## config.mk

```make
export PLATFORM = sky130hd
export DESIGN_NAME = hack_fetch_ctrl_flat
export DESIGN_NICKNAME = d
export VERILOG_FILES = /design/src/rtl/hack_fetch_ctrl_if.sv /design/src/rtl/hack_fetch_ctrl.sv /design/src/flat_wrapper.sv
export SDC_FILE = /design/constraint.sdc
export NUM_CORES = 1
export LEC_CHECK = 0
export ABC_CLOCK_PERIOD_IN_PS = 5700
export CORE_MARGIN = 2
export CORE_UTILIZATION = 44
export DETAILED_ROUTE_END_ITERATION = 7
export GPL_ROUTABILITY_DRIVEN = 1
export PLACE_DENSITY = 0.82
export SYNTH_ARGS = -nofsm -noshare
export SYNTH_HDL_FRONTEND = slang
export SYNTH_SLANG_ARGS = --single-unit
```

## constraint.sdc

```tcl
create_clock -name clk -period 5.7 [get_ports clk]
set_clock_uncertainty 0.15 [all_clocks]
set_input_delay 1.14 -clock clk [delete_from_list [all_inputs] [get_ports clk]]
set_output_delay 1.14 -clock clk [all_outputs]
set_load 0.02 [all_outputs]
```

## src/rtl/hack_fetch_ctrl_if.sv

```systemverilog
// Instruction ROM fetch channel between the Hack fetch sequencer and the ROM.
// The sequencer holds rom_req until the ROM answers with rom_ack and rom_data.
interface hack_fetch_ctrl_if;
    logic        rom_req;
    logic [14:0] rom_addr;
    logic        rom_ack;
    logic [15:0] rom_data;

    modport master (
        output rom_req,
        output rom_addr,
        input  rom_ack,
        input  rom_data
    );

    modport slave (
        input  rom_req,
        input  rom_addr,
        output rom_ack,
        output rom_data
    );
endinterface

```

## src/rtl/hack_fetch_ctrl.sv

```systemverilog
// Fetch/execute sequencer for the Hack CPU. Pulses the PC controls, fetches one
// instruction at a time over the ROM channel, and resolves the jump field
// against the ALU flags when the datapath reports completion.
module hack_fetch_ctrl #(
    parameter int TIMEOUT = 16,
    parameter int CNT_W   = 16
) (
    input  logic                clk,
    input  logic                reset_n,
    input  logic [15:0]         pc_value,
    output logic                pc_reset,
    output logic                pc_load,
    output logic                pc_inc,
    hack_fetch_ctrl_if.master   rom,
    output logic [15:0]         instr,
    output logic                exec_valid,
    input  logic                exec_done,
    input  logic                zr,
    input  logic                ng,
    input  logic                halt_req,
    input  logic                restart,
    output logic                halted,
    output logic                fetch_err,
    output logic [CNT_W-1:0]    retired
);

    localparam int WC_W = (TIMEOUT > 2) ? $clog2(TIMEOUT) : 1;
    localparam logic [WC_W-1:0] WC_LAST = WC_W'(TIMEOUT - 1);

    typedef enum logic [1:0] {
        ST_BOOT  = 2'd0,
        ST_FETCH = 2'd1,
        ST_EXEC  = 2'd2,
        ST_HALT  = 2'd3
    } state_t;

    state_t            r_state;
    state_t            w_next;
    logic              r_armed;
    logic [WC_W-1:0]   r_wait_cnt;
    logic [15:0]       r_instr;
    logic              r_fetch_err;
    logic [CNT_W-1:0]  r_retired;

    logic              w_pc_reset;
    logic              w_pc_load;
    logic              w_pc_inc;
    logic              w_rom_req;
    logic              w_exec_valid;
    logic              w_halted;
    logic              w_capture;
    logic              w_timeout;
    logic              w_retire;
    logic              w_restart;
    logic              w_jump;
    logic              w_unused_pc_msb;

    // PC bit 15 is outside the 32K-word ROM address space
    assign w_unused_pc_msb = pc_value[15];

    // Restart is honoured everywhere except BOOT, which is already restarting
    assign w_restart = restart && (r_state != ST_BOOT);

    // Hack jump condition: JLT/JEQ/JGT bits against the ALU flags
    assign w_jump = (r_instr[2] & ng) | (r_instr[1] & zr) | (r_instr[0] & ~zr & ~ng);

    // Next-state and output decode; restart preempts every other action
    always_comb begin
        w_next       = r_state;
        w_pc_reset   = 1'b0;
        w_pc_load    = 1'b0;
        w_pc_inc     = 1'b0;
        w_rom_req    = 1'b0;
        w_exec_valid = 1'b0;
        w_halted     = 1'b0;
        w_capture    = 1'b0;
        w_timeout    = 1'b0;
        w_retire     = 1'b0;
        case (r_state)
            ST_BOOT: begin
                // Wait one clock after reset release so the pulse is a full clean cycle
                if (r_armed) begin
                    w_pc_reset = 1'b1;
                    w_next     = ST_FETCH;
                end
            end
            ST_FETCH: begin
                w_rom_req = 1'b1;
                if (w_restart) begin
                    w_next = ST_BOOT;
                end else if (rom.rom_ack) begin
                    w_capture = 1'b1;
                    w_next    = ST_EXEC;
                end else if (r_wait_cnt == WC_LAST) begin
                    w_timeout = 1'b1;
                    w_next    = ST_HALT;
                end
            end
            ST_EXEC: begin
                w_exec_valid = 1'b1;
                if (w_restart) begin
                    w_next = ST_BOOT;
                end else if (exec_done) begin
                    w_retire = 1'b1;
                    if (r_instr[15] && w_jump) begin
                        w_pc_load = 1'b1;
                    end else begin
                        w_pc_inc = 1'b1;
                    end
                    w_next = halt_req ? ST_HALT : ST_FETCH;
                end
            end
            ST_HALT: begin
                w_halted = 1'b1;
                if (w_restart) begin
                    w_next = ST_BOOT;
                end else if (!r_fetch_err && !halt_req) begin
                    w_next = ST_FETCH;
                end
            end
            default: w_next = ST_BOOT;
        endcase
    end

    // State register
    always_ff @(posedge clk or negedge reset_n) begin
        if (!reset_n) begin
            r_state <= ST_BOOT;
        end else begin
            r_state <= w_next;
        end
    end

    // Marks the first clock after reset release; stays set until the next reset
    always_ff @(posedge clk or negedge reset_n) begin
        if (!reset_n) begin
            r_armed <= 1'b0;
        end else begin
            r_armed <= 1'b1;
        end
    end

    // Consecutive no-ack cycles in FETCH; zero whenever FETCH is (re)entered
    always_ff @(posedge clk or negedge reset_n) begin
        if (!reset_n) begin
            r_wait_cnt <= '0;
        end else if ((r_state == ST_FETCH) && !rom.rom_ack && !w_restart && !w_timeout) begin
            r_wait_cnt <= r_wait_cnt + 1'b1;
        end else begin
            r_wait_cnt <= '0;
        end
    end

    // Instruction register, loaded on an accepted ROM handshake
    always_ff @(posedge clk or negedge reset_n) begin
        if (!reset_n) begin
            r_instr <= '0;
        end else if (w_capture) begin
            r_instr <= rom.rom_data;
        end
    end

    // Sticky fetch timeout flag, cleared only by reset or restart
    always_ff @(posedge clk or negedge reset_n) begin
        if (!reset_n) begin
            r_fetch_err <= 1'b0;
        end else if (w_restart) begin
            r_fetch_err <= 1'b0;
        end else if (w_timeout) begin
            r_fetch_err <= 1'b1;
        end
    end

    // Retired-instruction counter, wraps naturally
    always_ff @(posedge clk or negedge reset_n) begin
        if (!reset_n) begin
            r_retired <= '0;
        end else if (w_restart) begin
            r_retired <= '0;
        end else if (w_retire) begin
            r_retired <= r_retired + 1'b1;
        end
    end

    assign pc_reset     = w_pc_reset;
    assign pc_load      = w_pc_load;
    assign pc_inc       = w_pc_inc;
    assign rom.rom_req  = w_rom_req;
    assign rom.rom_addr = w_rom_req ? pc_value[14:0] : 15'd0;
    assign instr        = r_instr;
    assign exec_valid   = w_exec_valid;
    assign halted       = w_halted;
    assign fetch_err    = r_fetch_err;
    assign retired      = r_retired;

endmodule

```

## src/flat_wrapper.sv

```systemverilog
// flat-port wrapper written by rule: the top's interface ports become plain ports
module hack_fetch_ctrl_flat 
#(
    parameter int TIMEOUT = 16,
    parameter int CNT_W   = 16
)
  (clk, reset_n, pc_value, pc_reset, pc_load, pc_inc, instr, exec_valid, exec_done, zr, ng, halt_req, restart, halted, fetch_err, retired, rom_rom_req, rom_rom_addr, rom_rom_ack, rom_rom_data);
  hack_fetch_ctrl_if rom_i ();
  input  logic clk;
  input  logic reset_n;
  input  logic [15:0] pc_value;
  output logic pc_reset;
  output logic pc_load;
  output logic pc_inc;
  output logic [15:0] instr;
  output logic exec_valid;
  input  logic exec_done;
  input  logic zr;
  input  logic ng;
  input  logic halt_req;
  input  logic restart;
  output logic halted;
  output logic fetch_err;
  output logic [CNT_W-1:0] retired;
  output wire logic [$bits(rom_i.rom_req)-1:0] rom_rom_req;
  output wire logic [$bits(rom_i.rom_addr)-1:0] rom_rom_addr;
  input wire logic [$bits(rom_i.rom_ack)-1:0] rom_rom_ack;
  input wire logic [$bits(rom_i.rom_data)-1:0] rom_rom_data;
  assign rom_rom_req = rom_i.rom_req;
  assign rom_rom_addr = rom_i.rom_addr;
  assign rom_i.rom_ack = rom_rom_ack;
  assign rom_i.rom_data = rom_rom_data;
  hack_fetch_ctrl #(.TIMEOUT(TIMEOUT), .CNT_W(CNT_W)) u_core (.clk(clk), .reset_n(reset_n), .pc_value(pc_value), .pc_reset(pc_reset), .pc_load(pc_load), .pc_inc(pc_inc), .rom(rom_i), .instr(instr), .exec_valid(exec_valid), .exec_done(exec_done), .zr(zr), .ng(ng), .halt_req(halt_req), .restart(restart), .halted(halted), .fetch_err(fetch_err), .retired(retired));
endmodule
```

# ---- Word level (Yosys, flattened, before mapping)
# Index checks and enable logic that the tools add are counted.
dict set report totals {
  regBits 40
  in_bits 40
  out_inout_bits 54
  elab_cells 79
}
dict set report classes {
  addsub 2
  n_eq_ne 8
  mux 39
  bitwise 8
  n_reduce_logical 16
}
# operator n
set ops {}
lappend ops {{$mux 16} 2}
lappend ops {{$mux 1} 25}
lappend ops {{$mux 2} 9}
lappend ops {{$add 16x1->16 const B} 1}
lappend ops {{$mux 15} 1}
lappend ops {{$pmux 2 s4} 1}
lappend ops {{$logic_and 1x1->1} 6}
lappend ops {{$reduce_bool 2->1} 3}
lappend ops {{$logic_not 1->1} 5}
lappend ops {{$add 4x1->4 const B} 1}
lappend ops {{$and 1x1->1} 4}
lappend ops {{$eq 2x2->1 const B} 2}
lappend ops {{$eq 4x4->1 const B} 1}
lappend ops {{$mux 4} 1}
lappend ops {{$ne 4x2->1 const B} 1}
lappend ops {{$reduce_and 4->1} 1}
lappend ops {{$ne 3x1->1 const B} 1}
lappend ops {{$ne 3x2->1 const B} 1}
lappend ops {{$eq 2x1->1 const B} 1}
lappend ops {{$logic_not 2->1} 1}
lappend ops {{$ne 2x1->1 const B} 1}
lappend ops {{$not 1->1} 2}
lappend ops {{$or 1x1->1} 2}

# ---- Longest topological paths before layout
dict set report logic_depth {
  word_depth 9
  ltp_mapped 5
  depth_no_buf 5
}

# ---- Least setup slack after synthesis
# OpenSTA, ideal clock, no wires.
dict set report synth_path {
  path_kind {in2out}
  start {in restart}
  end {out pc_inc}
  t_arrival_ns 1.967
  required_ns 4.410
  setup_slack_ns 2.443
  cell_stages 3
  path_buffers 1
  path_cell_list {clkbuf_1 nand4bb_1 a21oi_1}
}
dict set report synth_between {
  elab_chain_len 3
}
# item line
set synth_rtl {}
lappend synth_rtl {{start: declaration} flat_wrapper.sv:21} ;# input logic restart;
lappend synth_rtl {{$logic_and 1x1->1} hack_fetch_ctrl.sv:62} ;# assign w_restart = restart && (r_state != ST_BOOT);
lappend synth_rtl {{$mux 1} hack_fetch_ctrl.sv:101} ;# if (w_restart) begin
lappend synth_rtl {{$mux 1} hack_fetch_ctrl.sv:79} ;# case (r_state)
lappend synth_rtl {{end: declaration} flat_wrapper.sv:14} ;# output logic pc_inc;
# Every way passes these cells.

# ---- Worst setup path in the final report
dict set report layout_path {
  start {in restart}
  end {out pc_load}
}
dict set report layout_between {
  elab_chain_len 3
}
# item line
set layout_rtl {}
lappend layout_rtl {{$logic_and 1x1->1} hack_fetch_ctrl.sv:62}
lappend layout_rtl {{$mux 1} hack_fetch_ctrl.sv:101}
lappend layout_rtl {{$mux 1} hack_fetch_ctrl.sv:79}
lappend layout_rtl {{end: declaration} flat_wrapper.sv:13} ;# output logic pc_load;
# Every way passes these cells.

==> summary.md <==
| Metric | Value |
|---|---|
| Core footprint | around 4400 um^2 |
| Largest net degree at the start of global routing | 41 |
| Total GRT Usage | between 20% and 30% |
| Critical Path, Cell by Cell | clkdlybuf4s50_1 > and4bb_1 > and3_1 > clkdlybuf4s50_1 |
| Wire length per cell | 14.37 um |
| Drc violations | 0 |
| Ranking of synthesized cells by area | dfrtp_1, mux2_2, and2_1 |
| Final cell count without fillers | 332 |
| Pre-CTS setup slack | between 1 and 1.5 ns |
| Die Area | about 5100 um^2 |
| First-pass GRT wire length | 8176 um |
| Seq cells post-synth | 40 |
| Fmax | roughly 230 MHz |
| DP HPWL | about 3500 um |
| Syn Std Cell Area | ~2000 um^2 |
| Post-synthesis mux area share | 9.091% |
| Worst setup path end | pc_load |
| Status | completed |
| Critical path's slowest cell | clkdlybuf4s50_1 |
| Worst Path Buf+Inv | 2 |
| Synth area leader | dfrtp_1 |
| CTS sink count | 40 |
| Via count | approximately 1.8k |
| CP top delay family | buffers and inverters |
| CTS Hold Bufs | 0 |
| EDFF count, synth | 0 |
| Fin worst setup slack | between 1 and 1.5 ns |
| Leak | around 0.0012 uW |
| CP Data Arrival Time | between 3 and 4 ns |
| GPL Wtd Cong | between 0.7 and 0.8 |
| Post-synth net total | 230 |
| VDD IR max | approximately 0.27 mV |
| Vias in the first global route | 1753 |
| Levels on crit path | 4 |
| Worst path max stage delay | about 0.61 ns |
| Reg2reg setup slack | roughly 3.6 ns |
| CTS root buffer | clkbuf_8 |
| Minimum clock period | between 4 and 5 ns |
| Hold slack | about 0.34 ns |
| Cell Rows | 24 |
| CTS Buf Count | 5 |
| Worst Tran Pin Value | 0.8771 ns |
| Reg2Reg Depth | 4 |
| Synth Area in Adders | under 10% |
| Most frequent cells in the layout | clkdlybuf4s50_1, dfrtp_1, and2_1, mux2_2, o21ai_0 |
| Antenna violations before repair | 0 |
| WS Path Type | in -> out |
| Post-layout nets | about 320 |
| Pre-antenna DRT Iters | 4 |
| PortBufs | 92 |
| Die Wd | 71.12 um |
| Dpl cells | roughly 330 |
| CTS tree | yes |
| Launching point of the worst reg2reg path | u_core.r_state[0] |
| CP Capture Type | output port |
| Post-CTS Setup Inserts | 0 |
| Distinct cells, synth | 41 |
| Setup_tns | 0 ns |
| CP Max Fanout | 13 |
| Longest Clk Path Bufs | 2 |
| YS warnings | 0 |
| Initial Utilization | a little under half |
| Antenna-violating nets left | 0 |
| Initial drt markers | 97 |
| Routed WL | 4772 um |
| Maxcap violations | 0 |
| Synth Flop Type | dfrtp_1 |
| Critical path launch point | restart |
| Gr ovfl total | 0 |
| Diodes inserted | 0 |
| Setup Viol. Count Final | 0 |
| Synth-to-layout area growth | 52.84% |
| H-tree depth | 2 |
| Share of layout cells above drive strength 1 | 10.36% |
| Type of the most critical hold path | reg -> reg |
| Synth Area in Simple Gates | about a fifth |
| CP startpoint kind | input port |
| Largest family of logic cells by synthesized area | simple AND/OR/NAND/NOR gates |
| Clk_lat worst skew | between 0.2 and 0.3 ns |
| Sequential-to-total area share from yosys stat | between 50 and 60% |
| Post-synthesis xor/xnor area fraction | under 10% |
| CTS resizes | 0 |
| # IOs | 94 |
| Die span in y | a little over 70 um |
| Cell repeated most along the worst path | clkdlybuf4s50_1 |
| Slew headroom | 41.52% |
| Overall power | ~1100 uW |
| Ys async rst share | 100.0% |
| Pins Over Slew Limit | 0 |
| Unrepaired setup endpoints after global routing | false |
| Clock-pin slew on the worst setup and hold paths | approximately 0.07 ns |
| Hold Fails Final Rpt | 0 |
| Synthesized area per cell | 10.54 um^2 |
| Drt via density | approximately 5.4 |
| FF-to-FF End | u_core.retired[15] |
| Most common cell after layout, fill and taps aside | clkdlybuf4s50_1 |
| Req. time, crit path | approximately 4.4 ns |
| Synth Area in Compound Gates | roughly an eighth |
| Syn Inst Count | 188 |
| Yosys top cell area share | roughly half |
| Pwr per Cell Area | 365.2 nW/um^2 |
| Period utilization | between 70 and 80% |
-- power by group --
group          leakage [uW]  internal (uW)  total (uW)  switching, uW
logic              0.000668            261         500            240
clock network     0.0000503            108         201           93.0
registers          0.000521            352         405           52.9
-- cell families after synthesis --
family / after synthesis
DFF: 40
adders and majority gates: 2
other: 1
and+or+nand+nor: 72
AOI/OAI and AO/OA: 40
buffers and inverters: 12
xor gates and xnor gates: 5
muxes: 16
-- cells in the mapped netlist (2+ instances only) --
cell type	n
clkbuf_1	4
and3_1	5
o21ai_0	13
and2_1	17
a21oi_1	10
xnor2_1	3
and4_1	2
nand2b_1	2
inv_1	4
nor2_1	11
nand3_1	4
nand4_1	5
nor2b_1	2
o31ai_1	2
ha_1	2
dfrtp_1	40
a31oi_1	4
xor2_1	2
o311ai_0	2
o41ai_1	3
or4_1	3
nand2_1	11
buf_2	3
mux2_2	16
or2_2	2
-- routing by layer --
layer,vias to the layer above,wire [um],track usage [%]
met5,-,0,0
met4,0,45,5.031
met3,6,352,7.123
met2,66,2309,33.23
met1,850,2064,26.01
li1,865,-,-
-- how the worst min path moves through the flow --
stage          cells after the start  slack [ns]                    to                 start
2_1_floorplan                      1        0.28  u_core.r_wait_cnt[0]  u_core.r_wait_cnt[0]
6_report                           1        0.34  u_core.r_wait_cnt[0]  u_core.r_wait_cnt[0]
5_1_grt                            1        0.35  u_core.r_wait_cnt[0]  u_core.r_wait_cnt[0]
4_1_cts                            1        0.33  u_core.r_wait_cnt[0]  u_core.r_wait_cnt[0]
3_3_place_gp                       1        0.30  u_core.r_wait_cnt[0]  u_core.r_wait_cnt[0]
3_5_place_dp                       1        0.32  u_core.r_wait_cnt[0]  u_core.r_wait_cnt[0]
-- state kept, by name, indices dropped and copies added, names as in the netlist --
name	flops
u_core.r_armed	1
u_core.r_wait_cnt	4
u_core.fetch_err	1
u_core.retired	16
u_core.r_state	2
u_core.instr	16
-- area by class of cell --
type / count / area [um^2]
fill: 335 / 1325
sequential: 40 / 1001
multi-input combinational: 136 / 928.4
timing repair buffer: 93 / 923.4
clock buffer: 7 / 96.34
tap: 52 / 65.06
inverter: 4 / 15.01
-- per-stage QoR --
| step | instance area [um^2] | util (%) |
|---|---|---|
| 3_5_place_dp | 2933 | 67.36 |
| 5_1_grt | 3029 | 69.57 |
| 2_1_floorplan | 1982 | - |
| 6_report | 3029 | 69.57 |
| 3_3_place_gp | 2933 | 67.36 |
| 4_1_cts | 3029 | 69.57 |
No activity file was read; power rests on OpenSTA's default activity.
